==> config.mk <==
export PLATFORM = sky130hd
export DESIGN_NAME = jt900h_ram8_bridge
export DESIGN_NICKNAME = d
export VERILOG_FILES = /design/src/rtl/jt900h_ram8_bridge.sv
export SDC_FILE = /design/constraint.sdc
export NUM_CORES = 1
export LEC_CHECK = 0
export CAP_MARGIN = 10
export CORE_ASPECT_RATIO = 1.2
export CORE_MARGIN = 3
export CORE_UTILIZATION = 35
export DETAILED_ROUTE_END_ITERATION = 10
export PLACE_DENSITY = 0.6
export SLEW_MARGIN = 20
export SYNTH_ARGS = -nofsm -noshare
export SYNTH_HDL_FRONTEND = slang
export SYNTH_SLANG_ARGS = --single-unit
export TNS_END_PERCENT = 50
==> constraint.sdc <==
create_clock -name clk -period 7.4 [get_ports clk]
set_input_delay 1.85 -clock clk [delete_from_list [all_inputs] [get_ports clk]]
set_output_delay 1.85 -clock clk [all_outputs]
set_load 0.02 [all_outputs]
==> src/rtl/jt900h_ram8_bridge.sv <==
// Bridges the 16-bit CPU RAM port onto an 8-bit external memory, one byte phase at a time.
// Optional one-word read cache: define JT900H_RAM8_RDCACHE_EN.
module jt900h_ram8_bridge #(
   parameter int WAIT = 1
) (
   input  logic        clk,
   input  logic        rst,
   input  logic        cen,
   input  logic [23:0] ram_addr,
   input  logic [15:0] ram_din,
   input  logic [1:0]  ram_we,
   input  logic        ram_rd,
   output logic [15:0] ram_dout,
   output logic        ram_ok,
   output logic [23:0] ext_addr,
   output logic        ext_cs,
   output logic        ext_we,
   output logic [7:0]  ext_dout,
   input  logic [7:0]  ext_din
);

   typedef enum logic [1:0] {IDLE, LO, HI, DONE} state_t;

   localparam logic [2:0] WLAST = 3'(WAIT);

   state_t      state_q, state_d;
   logic [2:0]  wcnt_q, wcnt_d;
   logic [22:0] word_q, word_d;
   logic [15:0] din_q, din_d;
   logic [1:0]  mask_q, mask_d;
   logic        wr_q, wr_d;
   logic [15:0] dout_q, dout_d;
   logic        ok_q, ok_d;
   logic        cs_q, cs_d;
   logic        ewe_q, ewe_d;
   logic [23:0] eaddr_q, eaddr_d;
   logic [7:0]  edout_q, edout_d;
   logic        last;
   logic        in_phase_d;
   logic        rd_hit;
   logic        unused_addr0;

   // Word access only: the byte select bit of the CPU address carries no information.
   assign unused_addr0 = ram_addr[0];

`ifdef JT900H_RAM8_RDCACHE_EN
   logic        valid_q, valid_d;
   logic [22:0] tag_q, tag_d;

   assign rd_hit = valid_q && (tag_q == ram_addr[23:1]);

   always_ff @(posedge clk or posedge rst) begin
      if (rst) begin
         valid_q <= 1'b0;
         tag_q   <= '0;
      end else begin
         valid_q <= valid_d;
         tag_q   <= tag_d;
      end
   end
`else
   assign rd_hit = 1'b0;
`endif

   always_comb begin
      state_d = state_q;
      wcnt_d  = wcnt_q;
      word_d  = word_q;
      din_d   = din_q;
      mask_d  = mask_q;
      wr_d    = wr_q;
      dout_d  = dout_q;
      ok_d    = ok_q;
      cs_d    = cs_q;
      ewe_d   = ewe_q;
      eaddr_d = eaddr_q;
      edout_d = edout_q;
`ifdef JT900H_RAM8_RDCACHE_EN
      valid_d = valid_q;
      tag_d   = tag_q;
`endif
      last       = (wcnt_q == WLAST);
      in_phase_d = 1'b0;
      if (cen) begin
         case (state_q)
            IDLE: begin
               if (ram_we != 2'b00) begin
                  word_d  = ram_addr[23:1];
                  din_d   = ram_din;
                  mask_d  = ram_we;
                  wr_d    = 1'b1;
                  state_d = ram_we[0] ? LO : HI;
`ifdef JT900H_RAM8_RDCACHE_EN
                  if (tag_q == ram_addr[23:1]) valid_d = 1'b0;
`endif
               end else if (ram_rd) begin
                  word_d  = ram_addr[23:1];
                  din_d   = ram_din;
                  mask_d  = 2'b00;
                  wr_d    = 1'b0;
                  state_d = rd_hit ? DONE : LO;
               end
            end
            LO: begin
               if (last) begin
                  if (!wr_q) dout_d[7:0] = ext_din;
                  state_d = (!wr_q || mask_q[1]) ? HI : DONE;
               end
            end
            HI: begin
               if (last) begin
                  if (!wr_q) begin
                     dout_d[15:8] = ext_din;
`ifdef JT900H_RAM8_RDCACHE_EN
                     valid_d = 1'b1;
                     tag_d   = word_q;
`endif
                  end
                  state_d = DONE;
               end
            end
            default: state_d = IDLE;
         endcase

         // Outputs are computed from the next state so they leave the flops glitch-free.
         in_phase_d = (state_d == LO) || (state_d == HI);
         if (in_phase_d && (state_d != state_q)) wcnt_d = 3'd0;
         else if (in_phase_d && !last)           wcnt_d = wcnt_q + 3'd1;
         cs_d  = in_phase_d;
         ewe_d = in_phase_d && wr_d;
         if (in_phase_d) eaddr_d = {word_d, state_d == HI};
         if (ewe_d) edout_d = (state_d == HI) ? din_d[15:8] : din_d[7:0];
         ok_d = (state_d == DONE);
      end
   end

   always_ff @(posedge clk or posedge rst) begin
      if (rst) begin
         state_q <= IDLE;
         wcnt_q  <= 3'd0;
         word_q  <= '0;
         din_q   <= '0;
         mask_q  <= 2'b00;
         wr_q    <= 1'b0;
         dout_q  <= '0;
         ok_q    <= 1'b0;
         cs_q    <= 1'b0;
         ewe_q   <= 1'b0;
         eaddr_q <= '0;
         edout_q <= '0;
      end else begin
         state_q <= state_d;
         wcnt_q  <= wcnt_d;
         word_q  <= word_d;
         din_q   <= din_d;
         mask_q  <= mask_d;
         wr_q    <= wr_d;
         dout_q  <= dout_d;
         ok_q    <= ok_d;
         cs_q    <= cs_d;
         ewe_q   <= ewe_d;
         eaddr_q <= eaddr_d;
         edout_q <= edout_d;
      end
   end

   assign ram_dout = dout_q;
   assign ram_ok   = ok_q;
   assign ext_addr = eaddr_q;
   assign ext_cs   = cs_q;
   assign ext_we   = ewe_q;
   assign ext_dout = edout_q;

endmodule

==> impl_metrics.py, run 1 <==
metrics = {
    "synth": {
        "synthesis_stage_register_bit_count": 97,
        "synthesized_area_divided_by_synthesized_cell_count_sq_um": 13.5,
        "synth_simple_gate_area_share_pct": 6.34,
        "post_synth_inst_count": 317,
        "post_synth_xor_area_fraction_pct": 0,
        "synthesis.nets": 375,
        "post_synth_mux_area_share_pct": 27.1,
        "synthAdderAreaFrac_pct": 1.17,
        "synthesis.yosys.warnings": 0,
        "synth.yosys.seq_area_share_pct": 56.7,
        "synth_compound_gate_area_share_pct": 5.64,
        "synth.cell_area_sq_mm": 0.00428,
        "dominant_combinational_cell_family_by_area_after_synthesis": "multiplexers",
        "synth.distinct_cells": 34,
    },
    "layout": {
        "fin_util_pct": 48.6,
        "area_growth_syn_to_layout_pct": 33.8,
        "ant_diodes": 0,
        "number_of_nets_in_the_finished_design": 476,
        "finalNonFillerCells": 580,
        "layout-drive-gt1-share_pct": 22.5,
        "final_common_cell": "sky130_fd_sc_hd__clkdlybuf4s50_1",
        "fillers": 1059,
        "final_cell_mix": "sky130_fd_sc_hd__clkdlybuf4s50_1 (103), sky130_fd_sc_hd__dfrtp_1 (97), sky130_fd_sc_hd__mux2_2 (58), sky130_fd_sc_hd__nand2_1 (38), sky130_fd_sc_hd__o21ai_0 (31)",
    },
    "setup_path": {
        "kind_of_start_point_of_the_critical_path": "primary input",
        "worstSetupStartpoint": "ram_we[1]",
        "worstReg2RegEnd": "ext_dout[4]$_DFFE_PP0P_",
        "kind_of_end_point_of_the_critical_path": "register",
        "crit_required_ns": 7.63,
        "cp_data_arrival_time_ns": 4.83,
        "rrSetupSlack_ns": 3.93,
        "r2r-start": "wcnt_q[1]$_DFFE_PP0P_",
        "crit_path_end": "ext_dout[4]$_DFFE_PP0P_",
        "criticalPathCategory": "primary input to register",
        "cp_max_fo": 49,
        "reg2reg_depth": 11,
    },
    "power_and_ir_drop": {
        "static-leakage-power_nw": 2.45,
        "cellPowerDensity_mw_per_mm2": 446,
        "power.ir.vdd_worst_uv": 164,
        "p_total_mw": 2.56,
    },
    "sta": {
        "timing.final.setup_violations": 0,
        "maxSlewHeadroom_pct": 34.4,
        "period_minus_slack_ns": 4.60,
        "worst_hold_slack_ns": 0.478,
        "rsz0062_at_grt": "no",
        "final-hold-violation-count": 0,
        "timing.clock.skew_ns": 0.00372,
        "drv_slew": 0,
        "fin_setup_tns_ns": 0,
        "finalCritPeriodShare_pct": 62.1,
        "f_max_mhz": 217,
        "worst_pin_slew_ns": 0.981,
    },
    "min_path": {
        "hp-class": "register to register",
        "min_path_cells": 2,
    },
    "drt": {
        "detail_route.vias_per_cell": 4.81,
        "drtIter0Drc": 110,
        "drtAntennaViolNets": 0,
        "route.final.wire_length_microns": 9000,
        "drt_drc": 0,
        "detail_route.wl_per_cell_microns": 15.5,
        "detailroute.via_count": 2788,
        "drtPass1Iterations": 4,
    },
    "clock_tree": {
        "clkSinkCount": 97,
        "cts_root_buf": "sky130_fd_sc_hd__clkbuf_16",
        "worst_skew_pair.late_latency_ns": 0.34,
        "postCtsHoldBufs": 0,
        "clkSlewWorstSetupHoldPaths_ns": 0.07,
        "post_cts_setup_repair_buffer_count": 0,
        "htree_num_levels": 3,
        "cts_resized": 0,
        "cts_buffer_depth": 2,
        "tritoncts": "built",
        "tritoncts_buffers": 9,
    },
    "global_routing": {
        "grt_start_max_net_pins": 69,
        "overflow": 0,
        "vias_in_the_first_global_route": 2917,
        "grt_util_all_layers_pct": 13.7,
        "first_pass_grt_wire_length_microns": 14500,
        "grt_antenna_before_repair": 0,
    },
    "placement": {
        "dp_hpwl_microns": 6160,
        "numPortBuffers": 103,
        "finalWeightedCongestion": 0.776,
        "numPlacedInstances": 564,
    },
    "die": {
        "floorplan.die.width_microns": 107,
        "initial_utilization_pct": 36.3,
        "design.die.area_sq_mm": 0.0136,
        "core_sq_mm": 0.0118,
        "die_h_microns": 127,
        "io-pin-count": 105,
        "core.rowCount": 43,
    },
    "run_status": {
        "status": "complete, no violations",
    },
    "job": {
        "cap_viol_max_count": 0,
    },
}
flip-flops by register name, summed over array words and instances, names as in the netlist:
name / flops
din_q: 16
wcnt_q: 3
state_q: 2
ext_we: 1
word_q: 23
ram_ok: 1
ram_dout: 16
mask_q: 1
ext_dout: 8
wr_q: 1
ext_cs: 1
ext_addr: 24
metrics by stage:
step | setup WS [ns] | area (sq um)
after global placement | 2.44 | 5430
after detailed placement | 2.38 | 5430
after global routing | 2.55 | 5730
after floorplan | 3.02 | 4280
final | 2.80 | 5730
after CTS | 2.76 | 5730
per-layer routing:
metal	global-route usage, %	up-vias	part of all wire (%)
li1	-	1325	-
met1	16.7	1383	43
met2	23.1	67	51
met3	2.78	13	4.0
met4	6.85	0	2.6
met5	0	-	0
critical path: stages:
cell and delay, ns:
sky130_fd_sc_hd__clkdlybuf4s50_1 0.49, sky130_fd_sc_hd__inv_1 0.13, sky130_fd_sc_hd__a21oi_1 0.07, sky130_fd_sc_hd__a21oi_1 0.26, sky130_fd_sc_hd__inv_1 0.07, sky130_fd_sc_hd__ha_1 0.30, sky130_fd_sc_hd__nand2b_2 0.63, sky130_fd_sc_hd__a21oi_4 0.61
sky130_fd_sc_hd__mux2_2 0.40
worst min-delay path by stage:
stage / from / endpoint
6_report: ext_addr[20]$_DFFE_PP0P_ / ext_addr[20]$_DFFE_PP0P_
4_1_cts: ext_addr[2]$_DFFE_PP0P_ / ext_addr[2]$_DFFE_PP0P_
3_5_place_dp: ext_addr[2]$_DFFE_PP0P_ / ext_addr[2]$_DFFE_PP0P_
3_3_place_gp: ext_addr[7]$_DFFE_PP0P_ / ext_addr[7]$_DFFE_PP0P_
2_1_floorplan: mask_q[1]$_DFFE_PP0P_ / mask_q[1]$_DFFE_PP0P_
5_1_grt: ext_addr[5]$_DFFE_PP0P_ / ext_addr[5]$_DFFE_PP0P_
cells in the mapped netlist:
master	n	area, sq um
sky130_fd_sc_hd__dfrtp_1	97	2430
sky130_fd_sc_hd__mux2_2	58	653
sky130_fd_sc_hd__nand2_1	38	143
sky130_fd_sc_hd__o21ai_0	31	155
sky130_fd_sc_hd__mux2i_1	23	230
sky130_fd_sc_hd__mux4_2	7	158
sky130_fd_sc_hd__buf_4	6	45.0
sky130_fd_sc_hd__inv_1	6	22.5
sky130_fd_sc_hd__clkbuf_1	5	18.8
sky130_fd_sc_hd__nor2_1	5	18.8
sky130_fd_sc_hd__a21oi_1	4	20.0
sky130_fd_sc_hd__ha_1	4	50.1
sky130_fd_sc_hd__mux2_4	4	60.1
sky130_fd_sc_hd__mux2_1	3	33.8
sky130_fd_sc_hd__nor3_4	3	48.8
sky130_fd_sc_hd__a21o_1	2	15.0
sky130_fd_sc_hd__nand2b_1	2	12.5
sky130_fd_sc_hd__o211ai_1	2	15.0
sky130_fd_sc_hd__o31ai_1	2	15.0
sky130_fd_sc_hd__a21oi_4	1	16.3
sky130_fd_sc_hd__and2_1	1	6.26
sky130_fd_sc_hd__buf_1	1	3.75
sky130_fd_sc_hd__buf_12	1	20.0
sky130_fd_sc_hd__buf_2	1	5.00
sky130_fd_sc_hd__buf_6	1	11.3
sky130_fd_sc_hd__inv_2	1	3.75
sky130_fd_sc_hd__mux4_1	1	26.3
sky130_fd_sc_hd__nand2_4	1	11.3
sky130_fd_sc_hd__nand3_1	1	5.00
sky130_fd_sc_hd__nand3b_1	1	7.51
sky130_fd_sc_hd__nand4_1	1	6.26
sky130_fd_sc_hd__nor2b_1	1	6.26
sky130_fd_sc_hd__o21ai_1	1	5.00
sky130_fd_sc_hd__or3_1	1	6.26
cell type report:
cell class,count,area [sq um],share of cell area [%]
Clock buffer,10,239,4.17
Clock inverter,6,66.3,1.16
Inverter,7,28.8,0.502
Multi-Input combinational cell,198,1730,30.1
Sequential cell,97,2430,42.4
Tap cell,157,196,3.43
Timing Repair Buffer,105,1050,18.3
power breakdown:
group | switching (mW) | internal, mW
sequential | 0.135 | 0.784
combinational | 0.562 | 0.606
clock | 0.200 | 0.272
total | 0.896 | 1.66
cell families after synthesis:
| family | Yosys count |
|---|---|
| flops | 97 |
| mux | 96 |
| simple gates | 55 |
| compound gates | 43 |
| buf+inv | 22 |
| fa+ha+maj | 4 |
(Power assumes the default switching activity.)
==> inputs of run 2 (changes only) <==
==> constraint.sdc (replaced) <==
create_clock -name clk -period 4.5 [get_ports clk]
set_input_delay 1.125 -clock clk [delete_from_list [all_inputs] [get_ports clk]]
set_output_delay 1.125 -clock clk [all_outputs]
set_load 0.02 [all_outputs]
==> impl_metrics.py, run 2 (synthesis results as in run 1) <==
metrics = {
    "run_status": {
        "status": "complete, no violations",
    },
    "setup_path": {
        "kind_of_start_point_of_the_critical_path": "primary input",
        "cp_num_buf_inv": 3,
        "path_cells": "clkdlybuf4s50_1, inv_1, a21oi_1, a21oi_1, inv_1, ha_1, nand2b_2, a21oi_4, mux2_2",
        "worstReg2RegEnd": "ext_dout[6]$_DFFE_PP0P_",
        "critical-path-max-stage-delay_ns": 0.49,
        "crit_required_ns": 4.72,
        "worstSetupStartpoint": "ram_we[1]",
        "cp_max_fo": 9,
        "reg2reg_depth": 11,
        "crit_family": "compound AO/OA/AOI/OAI gates",
        "kind_of_end_point_of_the_critical_path": "register",
        "r2r-start": "wcnt_q[1]$_DFFE_PP0P_",
        "cp_data_arrival_time_ns": 3.45,
        "crit_path_end": "ext_dout[6]$_DFFE_PP0P_",
        "rrSetupSlack_ns": 1.67,
        "criticalPathCategory": "primary input to register",
        "path_depth": 9,
        "slowest_cell_on_the_critical_path": "sky130_fd_sc_hd__clkdlybuf4s50_1",
    },
    "die": {
        "floorplan.die.width_microns": 107,
        "die_h_microns": 127,
        "core_sq_mm": 0.0118,
        "initial_utilization_pct": 36.3,
        "io-pin-count": 105,
        "design.die.area_sq_mm": 0.0136,
        "core.rowCount": 43,
    },
    "sta": {
        "fin_setup_tns_ns": 0,
        "final-hold-violation-count": 0,
        "period_minus_slack_ns": 3.24,
        "timing.final.setup_violations": 0,
        "maxSlewHeadroom_pct": 44.7,
        "worst_pin_slew_ns": 0.830,
        "f_max_mhz": 309,
        "rsz0062_at_grt": "no",
        "timing.clock.skew_ns": 0.00606,
        "drv_slew": 0,
        "finalCritPeriodShare_pct": 71.9,
    },
    "clock_tree": {
        "cts_buffer_depth": 2,
        "worst_skew_pair.late_latency_ns": 0.34,
        "clkSinkCount": 97,
        "cts_resized": 0,
        "tritoncts_buffers": 9,
        "tritoncts": "built",
        "postCtsHoldBufs": 0,
        "post_cts_setup_repair_buffer_count": 0,
        "cts_root_buf": "sky130_fd_sc_hd__clkbuf_16",
        "clkSlewWorstSetupHoldPaths_ns": 0.06,
        "htree_num_levels": 3,
    },
    "min_path": {
        "hp-class": "register to register",
    },
    "placement": {
        "finalWeightedCongestion": 0.813,
        "dp_hpwl_microns": 6170,
        "numPortBuffers": 103,
    },
    "layout": {
        "final_cell_mix": "sky130_fd_sc_hd__clkdlybuf4s50_1 (103), sky130_fd_sc_hd__dfrtp_1 (97), sky130_fd_sc_hd__mux2_2 (58), sky130_fd_sc_hd__nand2_1 (38), sky130_fd_sc_hd__o21ai_0 (31)",
        "layout-drive-gt1-share_pct": 23.2,
        "final_common_cell": "sky130_fd_sc_hd__clkdlybuf4s50_1",
        "number_of_nets_in_the_finished_design": 480,
        "ant_diodes": 0,
        "multi_input_comb_area_sq_mm": 0.00173,
        "area_growth_syn_to_layout_pct": 34.6,
        "fillers": 1051,
        "fin_util_pct": 48.9,
        "largest_register_ffs": 24,
        "seqCellArea_sq_mm": 0.00243,
    },
    "power_and_ir_drop": {
        "power.ir.vdd_worst_uv": 301,
        "static-leakage-power_nw": 2.48,
        "cellPowerDensity_mw_per_mm2": 733,
    },
    "drt": {
        "drtIter0Drc": 66,
        "detail_route.wl_per_cell_microns": 15.2,
        "route.final.wire_length_microns": 8860,
        "drtPass1Iterations": 4,
        "detail_route.vias_per_cell": 4.82,
        "drt_drc": 0,
        "drtAntennaViolNets": 0,
        "detailroute.via_count": 2814,
    },
    "global_routing": {
        "grt_antenna_before_repair": 0,
        "first_pass_grt_wire_length_microns": 14800,
        "grt_start_max_net_pins": 68,
        "overflow": 0,
        "grt_util_all_layers_pct": 13.8,
        "vias_in_the_first_global_route": 2949,
    },
    "job": {
        "cap_viol_max_count": 0,
    },
}
## run 2: cell count changes in the layout (fill, tap and decap cells not counted)
cell                         change
sky130_fd_sc_hd__clkinvlp_4      -3
sky130_fd_sc_hd__inv_6           -1
sky130_fd_sc_hd__clkinv_2        +2
sky130_fd_sc_hd__buf_4           +4
sky130_fd_sc_hd__clkbuf_8        +1
sky130_fd_sc_hd__clkinv_4        +1
## run 2: where the power goes
part	leakage [nW]	switching (mW)	total [mW]	internal, mW
Clock	0.155	0.312	0.771	0.459
Combinational	1.13	0.924	1.94	1.01
Sequential	1.19	0.223	1.51	1.29
Total	2.48	1.46	4.22	2.76
## run 2: through the flow
stage / setup WS [ns] / instances / hold WS (ns) / total power [mW] / cell area [sq um]
global route: 1.14 / 584 / 0.513 / 4.53 / 5760
finish: 1.26 / 584 / 0.480 / 4.22 / 5760
CTS: 1.25 / 584 / 0.482 / 4.30 / 5760
detailed placement: 0.899 / 568 / 0.468 / 3.51 / 5460
global placement: 0.920 / 568 / 0.462 / 3.45 / 5460
floorplan: 0.841 / 317 / 0.445 / 2.82 / 4280
## run 2: layout make-up
cell class / instances / share of cell area, %
Sequential cell: 97 / 42.1
Clock inverter: 5 / 0.934
Inverter: 7 / 0.499
Multi-Input combinational cell: 198 / 30.0
Clock buffer: 11 / 4.39
Timing Repair Buffer: 109 / 18.7
Tap cell: 157 / 3.41
## run 2: worst min path at each step
stage | cells after the start | end | slack [ns] | startpoint
after floorplan | 2 | mask_q[1]$_DFFE_PP0P_ | 0.44 | mask_q[1]$_DFFE_PP0P_
after global placement | 2 | mask_q[1]$_DFFE_PP0P_ | 0.46 | mask_q[1]$_DFFE_PP0P_
after detailed placement | 2 | mask_q[1]$_DFFE_PP0P_ | 0.47 | mask_q[1]$_DFFE_PP0P_
after CTS | 2 | mask_q[1]$_DFFE_PP0P_ | 0.48 | mask_q[1]$_DFFE_PP0P_
after global routing | 1 | word_q[0]$_DFFE_PP0P_ | 0.51 | word_q[0]$_DFFE_PP0P_
final | 1 | ext_we$_DFFE_PP0P_ | 0.48 | ext_we$_DFFE_PP0P_
## run 2: layer usage
layer | global-route usage [%] | up-vias | wire [microns]
li1 | - | 1324 | -
met1 | 17.0 | 1416 | 3800
met2 | 23.0 | 63 | 4500
met3 | 3.44 | 11 | 417
met4 | 5.94 | 0 | 142
met5 | 0 | - | 0
